===== src/rtl/pipe_pkg.sv =====
// Shared types and defaults for the pipeline stage register and its helpers.
package pipe_pkg;

  localparam int unsigned INSTR_W_DEFAULT = 32;
  localparam int unsigned PC_W_DEFAULT    = 32;
  localparam int unsigned CNT_W_DEFAULT   = 16;
  localparam logic [31:0] NOP_INSTR_DEFAULT = 32'h0000_0013;

  typedef enum logic [1:0] {
    ST_EMPTY = 2'd0,
    ST_ONE   = 2'd1,
    ST_TWO   = 2'd2
  } pipe_state_e;

endpackage


===== src/rtl/pipe_sat_counter.sv =====
// Saturating up-counter with synchronous active-high clear.
module pipe_sat_counter #(
  parameter int unsigned W = 16
) (
  input  logic         clk,
  input  logic         rst,
  input  logic         inc_i,
  output logic [W-1:0] cnt_o
);

  logic [W-1:0] cnt_q;
  logic [W-1:0] cnt_d;

  always_comb begin
    cnt_d = cnt_q;
    if (inc_i && (cnt_q != {W{1'b1}})) begin
      cnt_d = cnt_q + W'(1);
    end
  end

  always_ff @(posedge clk) begin
    if (rst) begin
      cnt_q <= '0;
    end else begin
      cnt_q <= cnt_d;
    end
  end

  assign cnt_o = cnt_q;

endmodule


===== src/rtl/pipe_stage_reg.sv =====
// Flushable pipeline stage register with a two-entry skid buffer and registered in_ready.
// Optional stall/flush statistics counters are enabled by defining PIPE_STAT_EN.
module pipe_stage_reg
  import pipe_pkg::*;
#(
  parameter int unsigned          INSTR_W   = INSTR_W_DEFAULT,
  parameter int unsigned          PC_W      = PC_W_DEFAULT,
  parameter logic [INSTR_W-1:0]   NOP_INSTR = INSTR_W'(NOP_INSTR_DEFAULT),
  parameter int unsigned          CNT_W     = CNT_W_DEFAULT
) (
  input  logic               clk,
  input  logic               rst,
  input  logic               in_valid,
  output logic               in_ready,
  input  logic [INSTR_W-1:0] in_instr,
  input  logic [PC_W-1:0]    in_pcplus4,
  input  logic               flush,
  output logic               out_valid,
  input  logic               out_ready,
  output logic [INSTR_W-1:0] out_instr,
  output logic [PC_W-1:0]    out_pcplus4,
  output pipe_state_e        dbg_state
`ifdef PIPE_STAT_EN
  ,
  output logic [CNT_W-1:0]   stall_cnt,
  output logic [CNT_W-1:0]   flush_cnt
`endif
);

  // Handshake: a word moves upstream->stage when in_valid && in_ready, and
  // stage->downstream when out_valid && out_ready, both sampled at posedge clk.
  // Once in_valid or out_valid is raised the payload must stay stable until the transfer.

  pipe_state_e        state_q, state_d;
  logic               out_valid_q, out_valid_d;
  logic               in_ready_q, in_ready_d;
  logic [INSTR_W-1:0] main_instr_q, main_instr_d;
  logic [PC_W-1:0]    main_pc_q, main_pc_d;
  logic [INSTR_W-1:0] skid_instr_q, skid_instr_d;
  logic [PC_W-1:0]    skid_pc_q, skid_pc_d;
  logic               accept;
  logic               drain;

  assign accept = in_valid && in_ready_q;
  assign drain  = out_valid_q && out_ready;

  always_comb begin
    state_d      = state_q;
    main_instr_d = main_instr_q;
    main_pc_d    = main_pc_q;
    skid_instr_d = skid_instr_q;
    skid_pc_d    = skid_pc_q;
    case (state_q)
      ST_EMPTY: begin
        if (accept) begin
          state_d      = ST_ONE;
          main_instr_d = in_instr;
          main_pc_d    = in_pcplus4;
        end
      end
      ST_ONE: begin
        if (accept && drain) begin
          main_instr_d = in_instr;
          main_pc_d    = in_pcplus4;
        end else if (accept) begin
          state_d      = ST_TWO;
          skid_instr_d = in_instr;
          skid_pc_d    = in_pcplus4;
        end else if (drain) begin
          state_d = ST_EMPTY;
        end
      end
      ST_TWO: begin
        if (drain) begin
          state_d      = ST_ONE;
          main_instr_d = skid_instr_q;
          main_pc_d    = skid_pc_q;
        end
      end
      default: state_d = ST_EMPTY;
    endcase
    // Flush wins over every transition; data regs may be written but are ignored once invalid.
    if (flush) begin
      state_d = ST_EMPTY;
    end
    out_valid_d = (state_d != ST_EMPTY);
    in_ready_d  = (state_d != ST_TWO);
  end

  always_ff @(posedge clk) begin
    if (rst) begin
      state_q     <= ST_EMPTY;
      out_valid_q <= 1'b0;
      in_ready_q  <= 1'b1;
    end else begin
      state_q     <= state_d;
      out_valid_q <= out_valid_d;
      in_ready_q  <= in_ready_d;
    end
  end

  always_ff @(posedge clk) begin
    main_instr_q <= main_instr_d;
    main_pc_q    <= main_pc_d;
    skid_instr_q <= skid_instr_d;
    skid_pc_q    <= skid_pc_d;
  end

  assign in_ready    = in_ready_q;
  assign out_valid   = out_valid_q;
  assign out_instr   = out_valid_q ? main_instr_q : NOP_INSTR;
  assign out_pcplus4 = out_valid_q ? main_pc_q : '0;
  assign dbg_state   = state_q;

`ifdef PIPE_STAT_EN
  pipe_sat_counter #(.W(CNT_W)) u_stall_cnt (
    .clk   (clk),
    .rst   (rst),
    .inc_i (out_valid_q && !out_ready),
    .cnt_o (stall_cnt)
  );

  pipe_sat_counter #(.W(CNT_W)) u_flush_cnt (
    .clk   (clk),
    .rst   (rst),
    .inc_i (flush),
    .cnt_o (flush_cnt)
  );
`endif

endmodule


===== config.mk =====
export PLATFORM = sky130hd
export DESIGN_NAME = pipe_stage_reg
export DESIGN_NICKNAME = d
export VERILOG_FILES = /design/src/rtl/pipe_pkg.sv /design/src/rtl/pipe_sat_counter.sv /design/src/rtl/pipe_stage_reg.sv
export SDC_FILE = /design/constraint.sdc
export NUM_CORES = 1
export LEC_CHECK = 0
export ABC_AREA = 1
export CAP_MARGIN = 20
export CORE_ASPECT_RATIO = 0.6
export CORE_UTILIZATION = 39
export CTS_BUF_LIST = sky130_fd_sc_hd__clkbuf_4 sky130_fd_sc_hd__clkbuf_8
export DETAILED_ROUTE_END_ITERATION = 6
export PLACE_DENSITY = 0.69
export SYNTH_ARGS = -nofsm -noshare
export SYNTH_HDL_FRONTEND = slang
export SYNTH_HIERARCHICAL = 1
export SYNTH_SLANG_ARGS = --single-unit

===== constraint.sdc =====
create_clock -name clk -period 8.56 [get_ports clk]
set_input_delay 2.14 -clock clk [delete_from_list [all_inputs] [get_ports clk]]
set_output_delay 2.14 -clock clk [all_outputs]
set_load 0.05 [all_outputs]

==> qor.log, run 1 <==
qor: sta.finalWorstSetupSlack 4.03 ns
qor: global_route.grt_pass1_wl 17.9 mm
qor: yosys.main_combinational_cell_family_by_area_after_synthesis simple AND/OR/NAND/NOR gates
qor: routing.drcViolationCount 0
qor: clock_tree.number_of_gates_resized_after_cts 0
qor: yosys.synth_warnings 6
qor: routing.initialDrtViolationCount 216
qor: yosys.synth_nets 571
qor: yosys.synth_adder_area_share 0
qor: final_layout.share_of_final_layout_standard_cells_stronger_than_drive_strength_1 0.0613
qor: place.place_hpwl 6.84 mm
qor: worst_setup_path.worstPathMaxFanout 37
qor: global_route.grt_antenna_before_repair 0
qor: place.numPortBuffers 136
qor: floorplan.floorplan.die_area 0.0145 mm2
qor: yosys.post_synth_num_cell_types 15
qor: sta.min_period_over_period 0.529
qor: place.post_placement_setup_slack 4.47 ns
qor: clock_tree.tritoncts_num_sinks 132
qor: floorplan.floorplan.io_pins 137
qor: yosys.synth_xor_xnor_area_share 0
qor: sta.tightest_slew 0.885 ns
qor: worst_setup_path.worst_ep_required 6.42 ns
qor: clock_tree.cts_htree_levels 4
qor: worst_setup_path.timing.rr.start out_valid
qor: global_route.grt_util_all_layers 0.164
qor: clock_tree.max_clock_buf_depth 2
qor: sta.setup-violations-final 0
qor: sta.slew_viol_final 0
qor: yosys.synth.yosys.seq_area_share 0.720
qor: clock_tree.cts_hold_buffers 0
qor: yosys.simple_gate_share_of_the_synthesized_area 0.192
qor: global_route.grt_overflow 0
qor: sta.tns 0 ns
qor: floorplan.die_w 155 um
qor: routing.vias_per_cell 4.43
qor: routing.postRouteWirelength 11.0 mm
qor: routing.dr.pass1.iters 4
qor: run_status.run_status completed
qor: pwr.leakage 3.30 nW
qor: yosys.synth_area_in_compound_gates 0.000918
qor: worst_setup_path.crit_path_dat 2.39 ns
qor: clock_tree.worst_setup_hold_path_clk_slew 0.08 ns
qor: clock_tree.cts_made_buffers 17
qor: worst_hold_path.min-delay-path-class reg2reg
qor: routing.routed_wire_length_per_instance 13.3 um
qor: clock_tree.tritoncts built
qor: routing.postRouteAntennaNets 0
qor: clock_tree.worstSkewPairLatency 0.42 ns
qor: run.drv.max_cap_violation_count 0
qor: worst_setup_path.r2r.worst_path.cells 3
qor: final_layout.diodes 0
qor: floorplan.num_rows 33
qor: yosys.syn_area_per_cell 10.9 um2
qor: floorplan.initial_core_util 0.400
qor: worst_setup_path.timing.rr.end main_pc_q[30]
qor: global_route.met2_usage 0.261
qor: global_route.global_routing_usage_on_met1 0.209
qor: worst_setup_path.timing.critical_path.to_type primary output
qor: yosys.cell_count_after_synthesis 502
qor: worst_hold_path.holdCritStartpoint skid_instr_q[3]
qor: place.gp_congestion 0.800
qor: worst_setup_path.sort_of_element_at_the_start_of_the_critical_path register
qor: floorplan.core_area 0.0136 mm2
qor: global_route.grt_most_used_layer met2
qor: sta.rsz0062_at_grt false
qor: final_layout.filler_cell_count 1189
qor: sta.maxClockFrequency 0.221 GHz
qor: sta.hold_violations 0
qor: final_layout.syn_to_final_growth 35.4%
qor: clock_tree.cts_root_buf sky130_fd_sc_hd__clkbuf_8
qor: sta.slew_headroom 0.410
qor: yosys.synth_mux_area_frac 0
qor: pwr.power.ir.vdd_worst 0.0976 mV
qor: yosys.number_of_synthesized_register_bits 132
qor: floorplan.fp.dieH 93.6 um
qor: worst_hold_path.whs_path_depth 2
qor: global_route.largest_net_degree_at_the_start_of_global_routing 66
qor: routing.route.vias.total 3672
qor: pwr.total_power 0.00154 W
qor: yosys.netlist_area 0.00545 mm2
qor: sta.final_critical_path_time_including_i_o_delays_and_setup 4.53 ns
qor: final_layout.net_count_reported_at_finish 709
qor: worst_hold_path.whs_endpoint main_instr_q[3]
qor: global_route.groute.layer.met3.usage 0.0528
qor: pwr.power-per-cell-area 209 mW/mm2
qor: worst_setup_path.reg2reg_setup_slack 6.30 ns
qor: sta.fin_skew 0.0127 ns
qor: clock_tree.post_cts_buffers 0
qor: worst_setup_path.worstSetupPathType reg2out
qor: sta.worst_hold_check_slack 0.512 ns
qor: global_route.vias_in_the_first_global_route 3701
-- critical path, stage by stage, from the launching register on --
cell and delay (ns):
sky130_fd_sc_hd__dfxtp_2 0.74, sky130_fd_sc_hd__buf_12 0.27, sky130_fd_sc_hd__nand2_1 0.09, sky130_fd_sc_hd__inv_1 0.06, sky130_fd_sc_hd__clkdlybuf4s50_1 0.79
-- cell type report --
type,instances,area (um2),area share
multi-input combinational,276,1070,0.145
clock buffer,18,241,0.0327
tap,175,219,0.0297
sequential,132,3930,0.532
clock inverter,14,234,0.0317
timing repair buffer,140,1420,0.192
inverter,73,274,0.0372
-- flip-flops by register name, summed over array words and instances (netlist names) --
signal / flops
skid_pc_q: 32
main_instr_q: 32
skid_instr_q: 32
main_pc_q: 32
in_ready: 1
out_valid: 1
dbg_state: 2
-- layer usage --
metal  up-vias  share of wire
li1       1841              -
met1      1701           0.47
met2       120           0.45
met3        10          0.068
met4         0         0.0086
met5         -              0
-- metrics by stage --
step	std cells	cell area, um2	utilization
2_1_floorplan	502	5450	-
3_3_place_gp	794	6860	0.503
3_5_place_dp	795	6880	0.505
4_1_cts	827	7360	0.540
5_1_grt	828	7380	0.541
6_report	828	7380	0.541
-- cell families (layout without fill, tap and decap cells) --
logic type / after synthesis / count (layout)
AND/OR/NAND/NOR: 275 / 275
flip-flops: 132 / 132
buffers and inverters: 94 / 245
AO/OA/AOI/OAI: 1 / 1
-- cells in the final DEF, fill, tap and decap left out --
cell type,n
sky130_fd_sc_hd__nand2_1,267
sky130_fd_sc_hd__clkdlybuf4s50_1,136
sky130_fd_sc_hd__clkinv_1,2
sky130_fd_sc_hd__clkinv_4,3
sky130_fd_sc_hd__inv_1,71
sky130_fd_sc_hd__bufinv_16,6
sky130_fd_sc_hd__nor2_4,2
sky130_fd_sc_hd__nand4_1,1
sky130_fd_sc_hd__clkinv_2,1
sky130_fd_sc_hd__inv_2,2
sky130_fd_sc_hd__nor2_1,1
sky130_fd_sc_hd__dfxtp_2,1
sky130_fd_sc_hd__dfxtp_1,3
sky130_fd_sc_hd__clkbuf_8,17
sky130_fd_sc_hd__clkinvlp_4,2
sky130_fd_sc_hd__and3_4,1
sky130_fd_sc_hd__edfxtp_1,128
sky130_fd_sc_hd__a21oi_1,1
sky130_fd_sc_hd__buf_12,2
sky130_fd_sc_hd__buf_4,2
sky130_fd_sc_hd__clkbuf_4,1
sky130_fd_sc_hd__nand3_1,3
-- worst max path at each step --
stage,startpoint,end,cells after the start
final,out_valid,out_pcplus4[21],4
after global placement,out_valid,out_pcplus4[2],3
after floorplan,out_ready,skid_instr_q[0],3
after CTS,out_valid,out_pcplus4[21],4
after global routing,out_valid,out_pcplus4[14],4
after detailed placement,in_valid,skid_pc_q[15],4
-- power by group --
group / total (W) / leakage (nW) / internal, W / switching (W)
logic: 0.000165 / 1.83 / 0.0000637 / 0.000101
registers: 0.000759 / 1.23 / 0.000747 / 0.0000120
clock network: 0.000620 / 0.231 / 0.000378 / 0.000242
-- Yosys cell counts --
| cell type | count | area share |
|---|---|---|
| sky130_fd_sc_hd__a21oi_1 | 1 | 0.00092 |
| sky130_fd_sc_hd__and3_1 | 1 | 0.0011 |
| sky130_fd_sc_hd__buf_2 | 7 | 0.0064 |
| sky130_fd_sc_hd__buf_6 | 6 | 0.012 |
| sky130_fd_sc_hd__clkbuf_1 | 1 | 0.00069 |
| sky130_fd_sc_hd__clkbuf_8 | 7 | 0.018 |
| sky130_fd_sc_hd__dfxtp_1 | 4 | 0.015 |
| sky130_fd_sc_hd__edfxtp_1 | 128 | 0.71 |
| sky130_fd_sc_hd__inv_1 | 71 | 0.049 |
| sky130_fd_sc_hd__inv_2 | 2 | 0.0014 |
| sky130_fd_sc_hd__nand2_1 | 267 | 0.18 |
| sky130_fd_sc_hd__nand3_1 | 3 | 0.0028 |
| sky130_fd_sc_hd__nand4_1 | 1 | 0.0011 |
| sky130_fd_sc_hd__nor2_1 | 2 | 0.0014 |
| sky130_fd_sc_hd__nor2_2 | 1 | 0.0011 |
(Power assumes the default switching activity.)
==> run 2: changes to the inputs <==
==> constraint.sdc (replaced) <==
create_clock -name clk -period 4.2 [get_ports clk]
set_input_delay 1.05 -clock clk [delete_from_list [all_inputs] [get_ports clk]]
set_output_delay 1.05 -clock clk [all_outputs]
set_load 0.05 [all_outputs]
==> qor.log, run 2 (same netlist as run 1, synthesis figures left out) <==
qor: floorplan.initial_core_util 0.400 [unchanged]
qor: worst_setup_path.timing.rr.end main_pc_q[31]
qor: worst_setup_path.sort_of_element_at_the_start_of_the_critical_path register
qor: worst_hold_path.holdCritStartpoint skid_pc_q[28]
qor: pwr.p_clk_frac 0.365 [-0.037]
qor: pwr.power.share.switching 0.245 [+0.0151]
qor: final_layout.filler_cell_count 1156 [-2.8%]
qor: run_status.run_status completed
qor: clock_tree.worst_setup_hold_path_clk_slew 0.07 ns [about the same]
qor: final_layout.fin_cells 831 [+0.36%]
qor: global_route.grt_antenna_before_repair 0 [unchanged]
qor: pwr.power.ir.vdd_worst 0.161 mV [+65%]
qor: global_route.vias_in_the_first_global_route 3655 [-1.2%]
qor: sta.final_critical_path_time_including_i_o_delays_and_setup 3.50 ns
qor: final_layout.layout.core_utilization 0.537 [-0.00395]
qor: sta.min_period_over_period 0.834
qor: worst_setup_path.critical_path.top_delay_family buffers and inverters
qor: final_layout.share_of_final_layout_standard_cells_stronger_than_drive_strength_1 0.0640 [+0.00277]
qor: worst_setup_path.crit_path_dat 2.45 ns [+0.06 ns]
qor: sta.fin_skew 0.0109 ns [-0.00175 ns]
qor: place.dpl.cell_count 798 [+0.38%]
qor: clock_tree.cts_hold_buffers 0 [unchanged]
qor: sta.rsz0062_at_grt false
qor: place.gp_congestion 0.751 [-6.1%]
qor: routing.route.vias.total 3698 [+0.71%]
qor: worst_hold_path.whs_endpoint main_pc_q[28]
qor: pwr.intPower 0.00224 W [+89%]
qor: worst_setup_path.timing.critical_path.to_type primary output
qor: routing.initialDrtViolationCount 260 [+20%]
qor: final_layout.multi_input_comb_area 0.00106 mm2 [-0.35%]
qor: final_layout.register_area 0.00393 mm2 [unchanged]
qor: global_route.grt_util_all_layers 0.167 [+0.00341]
qor: run.drv.max_cap_violation_count 0 [unchanged]
qor: clock_tree.tritoncts built
qor: worst_hold_path.min-delay-path-class reg2reg
qor: clock_tree.post_cts_buffers 0 [unchanged]
qor: floorplan.floorplan.io_pins 137 [unchanged]
qor: sta.hold_violations 0 [unchanged]
qor: floorplan.floorplan.die_area 0.0145 mm2 [unchanged]
qor: sta.tightest_slew 0.721 ns [-0.163 ns]
qor: worst_hold_path.whs_path_depth 2 [unchanged]
qor: final_layout.syn_to_final_growth 34.4%
qor: worst_setup_path.crit_buf_inv 3 [unchanged]
qor: worst_setup_path.slowest_delay 0.79 ns [about the same]
qor: worst_setup_path.crit_path_top_delay_cell sky130_fd_sc_hd__clkdlybuf4s50_1
qor: routing.drcViolationCount 0 [unchanged]
qor: place.place_hpwl 7.27 mm [+6.4%]
qor: worst_setup_path.reg2reg_setup_slack 1.90 ns [-4.40 ns]
qor: pwr.leakage 3.28 nW [-0.49%]
qor: global_route.grt_overflow 0 [unchanged]
qor: sta.tns 0 ns [unchanged]
qor: clock_tree.max_clock_buf_depth 2 [unchanged]
qor: worst_setup_path.worstPathMaxFanout 27 [-27%]
qor: routing.postRouteWirelength 11.3 mm [+2.9%]
qor: clock_tree.cts_root_buf sky130_fd_sc_hd__clkbuf_8
qor: final_layout.net_count_reported_at_finish 712 [+0.42%]
qor: worst_setup_path.r2r.worst_path.cells 4 [+1]
qor: sta.maxClockFrequency 0.286 GHz
qor: pwr.power_frac_seq 0.520 [+0.029]
qor: routing.routed_wire_length_per_instance 13.6 um [+2.5%]
qor: final_layout.layout_commonest_cell sky130_fd_sc_hd__nand2_1
qor: global_route.grt_pass1_wl 18.1 mm [+1.4%]
qor: sta.setup-violations-final 0 [unchanged]
qor: clock_tree.worstSkewPairLatency 0.43 ns [about the same]
qor: clock_tree.number_of_gates_resized_after_cts 0 [unchanged]
qor: routing.dr.pass1.iters 5 [+1]
qor: final_layout.mostFrequentLayoutCells 267 x sky130_fd_sc_hd__nand2_1, 136 x sky130_fd_sc_hd__clkdlybuf4s50_1, 128 x sky130_fd_sc_hd__edfxtp_1
qor: routing.vias_per_cell 4.45 [+0.34%]
qor: worst_setup_path.cp_cell_sequence buf_4 > nand2_1 > inv_1 > clkdlybuf4s50_1
qor: floorplan.core_area 0.0136 mm2 [unchanged]
qor: routing.postRouteAntennaNets 0 [unchanged]
qor: floorplan.num_rows 33 [unchanged]
qor: clock_tree.cts_htree_levels 4 [unchanged]
qor: global_route.largest_net_degree_at_the_start_of_global_routing 66 [unchanged]
qor: sta.slew_viol_final 0 [unchanged]
qor: final_layout.diodes 0 [unchanged]
qor: floorplan.fp.dieH 93.6 um [unchanged]
qor: worst_setup_path.timing.rr.start out_valid
qor: sta.slew_headroom 0.519 [+0.109]
qor: worst_setup_path.worst_ep_required 3.15 ns [-3.27 ns]
qor: clock_tree.tritoncts_num_sinks 132 [unchanged]
qor: clock_tree.cts_made_buffers 17 [unchanged]
qor: floorplan.die_w 155 um [unchanged]
qor: place.numPortBuffers 136 [unchanged]
qor: pwr.power.switching 0.000729 W [+110%]
qor: worst_setup_path.worstSetupPathType reg2out
qor: pwr.power-per-cell-area 406 mW/mm2 [+94%]
qor: pwr.portion_of_total_power_attributed_to_combinational_logic 0.115 [+0.008]
[run 2: cell count changes in the layout (fill, tap and decap cells not counted)]
cell / delta
sky130_fd_sc_hd__and3_2: +1
sky130_fd_sc_hd__clkinv_2: +1
sky130_fd_sc_hd__clkinv_1: +1
sky130_fd_sc_hd__buf_4: +3
sky130_fd_sc_hd__inv_6: +1
sky130_fd_sc_hd__and3_4: -1
sky130_fd_sc_hd__bufinv_16: -3
[run 2: worst reg2reg max path: stages (launching register included)]
cell	delay (ns)
sky130_fd_sc_hd__dfxtp_2	0.67
sky130_fd_sc_hd__nand2_1	0.20
sky130_fd_sc_hd__nand2_1	0.12
sky130_fd_sc_hd__and3_2	0.65
sky130_fd_sc_hd__buf_12	0.33
[run 2: cell type report]
cell class              count  area share
clock buffers              18      0.0330
clock inverters            14      0.0220
inverters                  73      0.0374
multi-input cells         276       0.145
flip-flops and latches    132       0.536
well taps                 175      0.0299
repair buffers            143       0.197
[run 2: stage by stage]
stage	hold WS, ns	setup slack [ns]	area, um2	power (W)
2_1_floorplan	0.494	0.875	5450	0.00176
3_3_place_gp	0.500	1.14	6900	0.00191
3_5_place_dp	0.500	1.08	6900	0.00192
4_1_cts	0.517	0.661	7300	0.00300
5_1_grt	0.536	0.537	7320	0.00308
6_report	0.516	0.699	7320	0.00297
[run 2: power by group through the flow]
stage	Clock, W	Sequential [W]	Combinational [W]
after floorplan	0	0.00157	0.000186
after global placement	0	0.00157	0.000337
after detailed placement	0	0.00157	0.000343
after CTS	0.00111	0.00155	0.000345
after global routing	0.00116	0.00155	0.000368
final	0.00108	0.00154	0.000343
[run 2: worst max-delay path by stage]
| stage | start | to | slack [ns] | cells after the start |
|---|---|---|---|---|
| CTS | out_valid | out_instr[26] | 0.66 | 4 |
| global route | out_valid | out_pcplus4[2] | 0.54 | 4 |
| global placement | out_ready | main_instr_q[19] | 1.14 | 5 |
| detailed placement | out_ready | main_instr_q[12] | 1.08 | 5 |
| finish | out_valid | out_instr[26] | 0.70 | 4 |
| floorplan | out_ready | skid_instr_q[0] | 0.88 | 3 |
[run 2: metal layers]
| layer | vias up | global-route usage | routed length, um |
|---|---|---|---|
| li1 | 1849 | - | - |
| met1 | 1688 | 0.219 | 5280 |
| met2 | 148 | 0.256 | 5080 |
| met3 | 13 | 0.0584 | 875 |
| met4 | 0 | 0.0644 | 102 |
| met5 | - | 0 | 0 |
==> run 3: changes to the inputs <==
==> constraint.sdc (replaced) <==
create_clock -name clk -period 3.4 [get_ports clk]
set_input_delay 0.85 -clock clk [delete_from_list [all_inputs] [get_ports clk]]
set_output_delay 0.85 -clock clk [all_outputs]
set_load 0.05 [all_outputs]
==> qor.log, run 3 (same netlist as run 1, synthesis figures left out) <==
qor: floorplan.core_area 0.0136 mm2 [unchanged]
qor: worst_setup_path.worstPathMaxFanout 66 [+140%]
qor: worst_setup_path.timing.critical_path.to_type primary output
qor: sta.maxClockFrequency 0.346 GHz
qor: global_route.grt_overflow 0 [unchanged]
qor: routing.postRouteAntennaNets 0 [unchanged]
qor: worst_setup_path.slowest_delay 0.81 ns [+0.02 ns]
qor: routing.routed_wire_length_per_instance 13.3 um [-2.2%]
qor: clock_tree.cts_made_buffers 17 [unchanged]
qor: sta.setup-violations-final 0 [unchanged]
qor: floorplan.fp.dieH 93.6 um [unchanged]
qor: global_route.grt_pass1_wl 17.4 mm [-3.8%]
qor: worst_setup_path.cp_cell_sequence buf_12 > nand2_1 > inv_1 > clkdlybuf4s50_1
qor: global_route.grt_util_all_layers 0.160 [-0.00713]
qor: routing.dr.pass1.iters 5 [unchanged]
qor: floorplan.floorplan.die_area 0.0145 mm2 [unchanged]
qor: worst_setup_path.crit_path_top_delay_cell sky130_fd_sc_hd__clkdlybuf4s50_1
qor: sta.finalWorstSetupSlack 0.506 ns [-0.193 ns]
qor: worst_setup_path.sort_of_element_at_the_start_of_the_critical_path register
qor: global_route.grt_antenna_before_repair 0 [unchanged]
qor: floorplan.floorplan.io_pins 137 [unchanged]
qor: global_route.largest_net_degree_at_the_start_of_global_routing 67 [+1.5%]
qor: sta.fin_skew 0.0105 ns [-0.000389 ns]
qor: final_layout.net_count_reported_at_finish 711 [-0.14%]
qor: final_layout.layout_commonest_cell sky130_fd_sc_hd__nand2_1
qor: place.post_placement_setup_slack 0.742 ns [-0.334 ns]
qor: routing.vias_per_cell 4.37 [-1.7%]
qor: clock_tree.worstSkewPairLatency 0.42 ns [about the same]
qor: worst_setup_path.crit_path_dat 2.04 ns [-0.41 ns]
qor: floorplan.die_w 155 um [unchanged]
qor: clock_tree.post_cts_buffers 0 [unchanged]
qor: final_layout.filler_cell_count 1178 [+1.9%]
qor: sta.rsz0062_at_grt false
qor: final_layout.syn_to_final_growth 34.5%
qor: clock_tree.worst_setup_hold_path_clk_slew 0.07 ns [about the same]
qor: place.gp_congestion 0.803 [+7.0%]
qor: final_layout.share_of_final_layout_standard_cells_stronger_than_drive_strength_1 0.0612 [-0.00286]
qor: routing.route.vias.total 3625 [-2.0%]
qor: sta.hold_violations 0 [unchanged]
qor: clock_tree.max_clock_buf_depth 2 [unchanged]
qor: sta.slew_headroom 0.546 [+0.0272]
qor: worst_setup_path.worst_ep_required 2.55 ns [-0.60 ns]
qor: worst_hold_path.min-delay-path-class reg2reg
qor: floorplan.initial_core_util 0.400 [unchanged]
qor: sta.tns 0 ns [unchanged]
qor: clock_tree.tritoncts_num_sinks 132 [unchanged]
qor: run.drv.max_cap_violation_count 0 [unchanged]
qor: run_status.run_status completed
qor: clock_tree.tritoncts built
qor: routing.drcViolationCount 0 [unchanged]
qor: clock_tree.number_of_gates_resized_after_cts 0 [unchanged]
qor: sta.slew_viol_final 0 [unchanged]
qor: pwr.power-per-cell-area 488 mW/mm2 [+20%]
qor: routing.postRouteWirelength 11.1 mm [-2.5%]
qor: clock_tree.cts_hold_buffers 0 [unchanged]
qor: clock_tree.cts_root_buf sky130_fd_sc_hd__clkbuf_8
qor: sta.tightest_slew 0.681 ns [-0.0408 ns]
qor: floorplan.num_rows 33 [unchanged]
qor: pwr.leakage 3.27 nW [-0.35%]
qor: place.numPortBuffers 136 [unchanged]
qor: sta.final_critical_path_time_including_i_o_delays_and_setup 2.89 ns
qor: pwr.power.ir.vdd_worst 0.219 mV [+36%]
qor: worst_setup_path.worstSetupPathType reg2out
qor: global_route.vias_in_the_first_global_route 3456 [-5.4%]
qor: final_layout.mostFrequentLayoutCells 267 x sky130_fd_sc_hd__nand2_1, 136 x sky130_fd_sc_hd__clkdlybuf4s50_1, 128 x sky130_fd_sc_hd__edfxtp_1
qor: clock_tree.cts_htree_levels 4 [unchanged]
qor: routing.initialDrtViolationCount 196 [-25%]
qor: place.place_hpwl 6.85 mm [-5.7%]
qor: sta.min_period_over_period 0.851
qor: final_layout.diodes 0 [unchanged]
run 3: cell types whose count changed in the layout (fill, tap and decap cells not counted):
cell,previous run,this run
sky130_fd_sc_hd__bufinv_16,3,2
sky130_fd_sc_hd__buf_12,2,4
sky130_fd_sc_hd__clkinvlp_4,2,3
sky130_fd_sc_hd__clkbuf_4,1,0
sky130_fd_sc_hd__buf_16,0,1
sky130_fd_sc_hd__buf_4,5,1
run 3: layout make-up:
type,instances,area (um2),area share
flip-flops and latches,132,3930,0.536
repair buffers,142,1480,0.201
multi-input cells,276,1060,0.145
inverters,73,274,0.0374
clock buffers,17,234,0.0319
well taps,175,219,0.0299
clock inverters,14,139,0.0189
run 3: worst paths after layout:
kind                                     from         endpoint  slack (ns)  cells after the start
worst max-delay path                out_valid  out_pcplus4[21]        0.51                      4
worst min register to register  skid_pc_q[29]    main_pc_q[29]        0.52                      2
worst min-delay path            skid_pc_q[29]    main_pc_q[29]        0.52                      2
worst max register to register      out_valid    skid_pc_q[28]        1.57                      5
run 3: metrics by stage:
stage	cells	hold slack (ns)	utilization	area (um2)	power, W
detailed placement	797	0.503	0.509	6930	0.00237
CTS	828	0.518	0.536	7300	0.00361
finish	829	0.520	0.538	7330	0.00357
global placement	797	0.501	0.509	6930	0.00236
floorplan	502	0.494	-	5450	0.00217
global route	829	0.542	0.538	7330	0.00371
run 3: metal layers:
| metal | vias up | track usage | share of wire |
|---|---|---|---|
| li1 | 1845 | - | - |
| met1 | 1649 | 0.223 | 0.51 |
| met2 | 122 | 0.238 | 0.42 |
| met3 | 9 | 0.0538 | 0.066 |
| met4 | 0 | 0.0429 | 0.0072 |
| met5 | - | 0 | 0 |
run 3: report_power, final:
| part | internal (W) | total (W) | switching [W] |
|---|---|---|---|
| logic | 0.000166 | 0.000431 | 0.000265 |
| registers | 0.00188 | 0.00190 | 0.0000223 |
| clock network | 0.000641 | 0.00124 | 0.000601 |
| total | 0.00269 | 0.00357 | 0.000888 |
run 3: worst max-delay path: cells and delay by family (launching register included):
family / cells / cell delay [ns]
buf+inv: 3 / 1.18
flops: 1 / 0.34
simple gates: 1 / 0.10
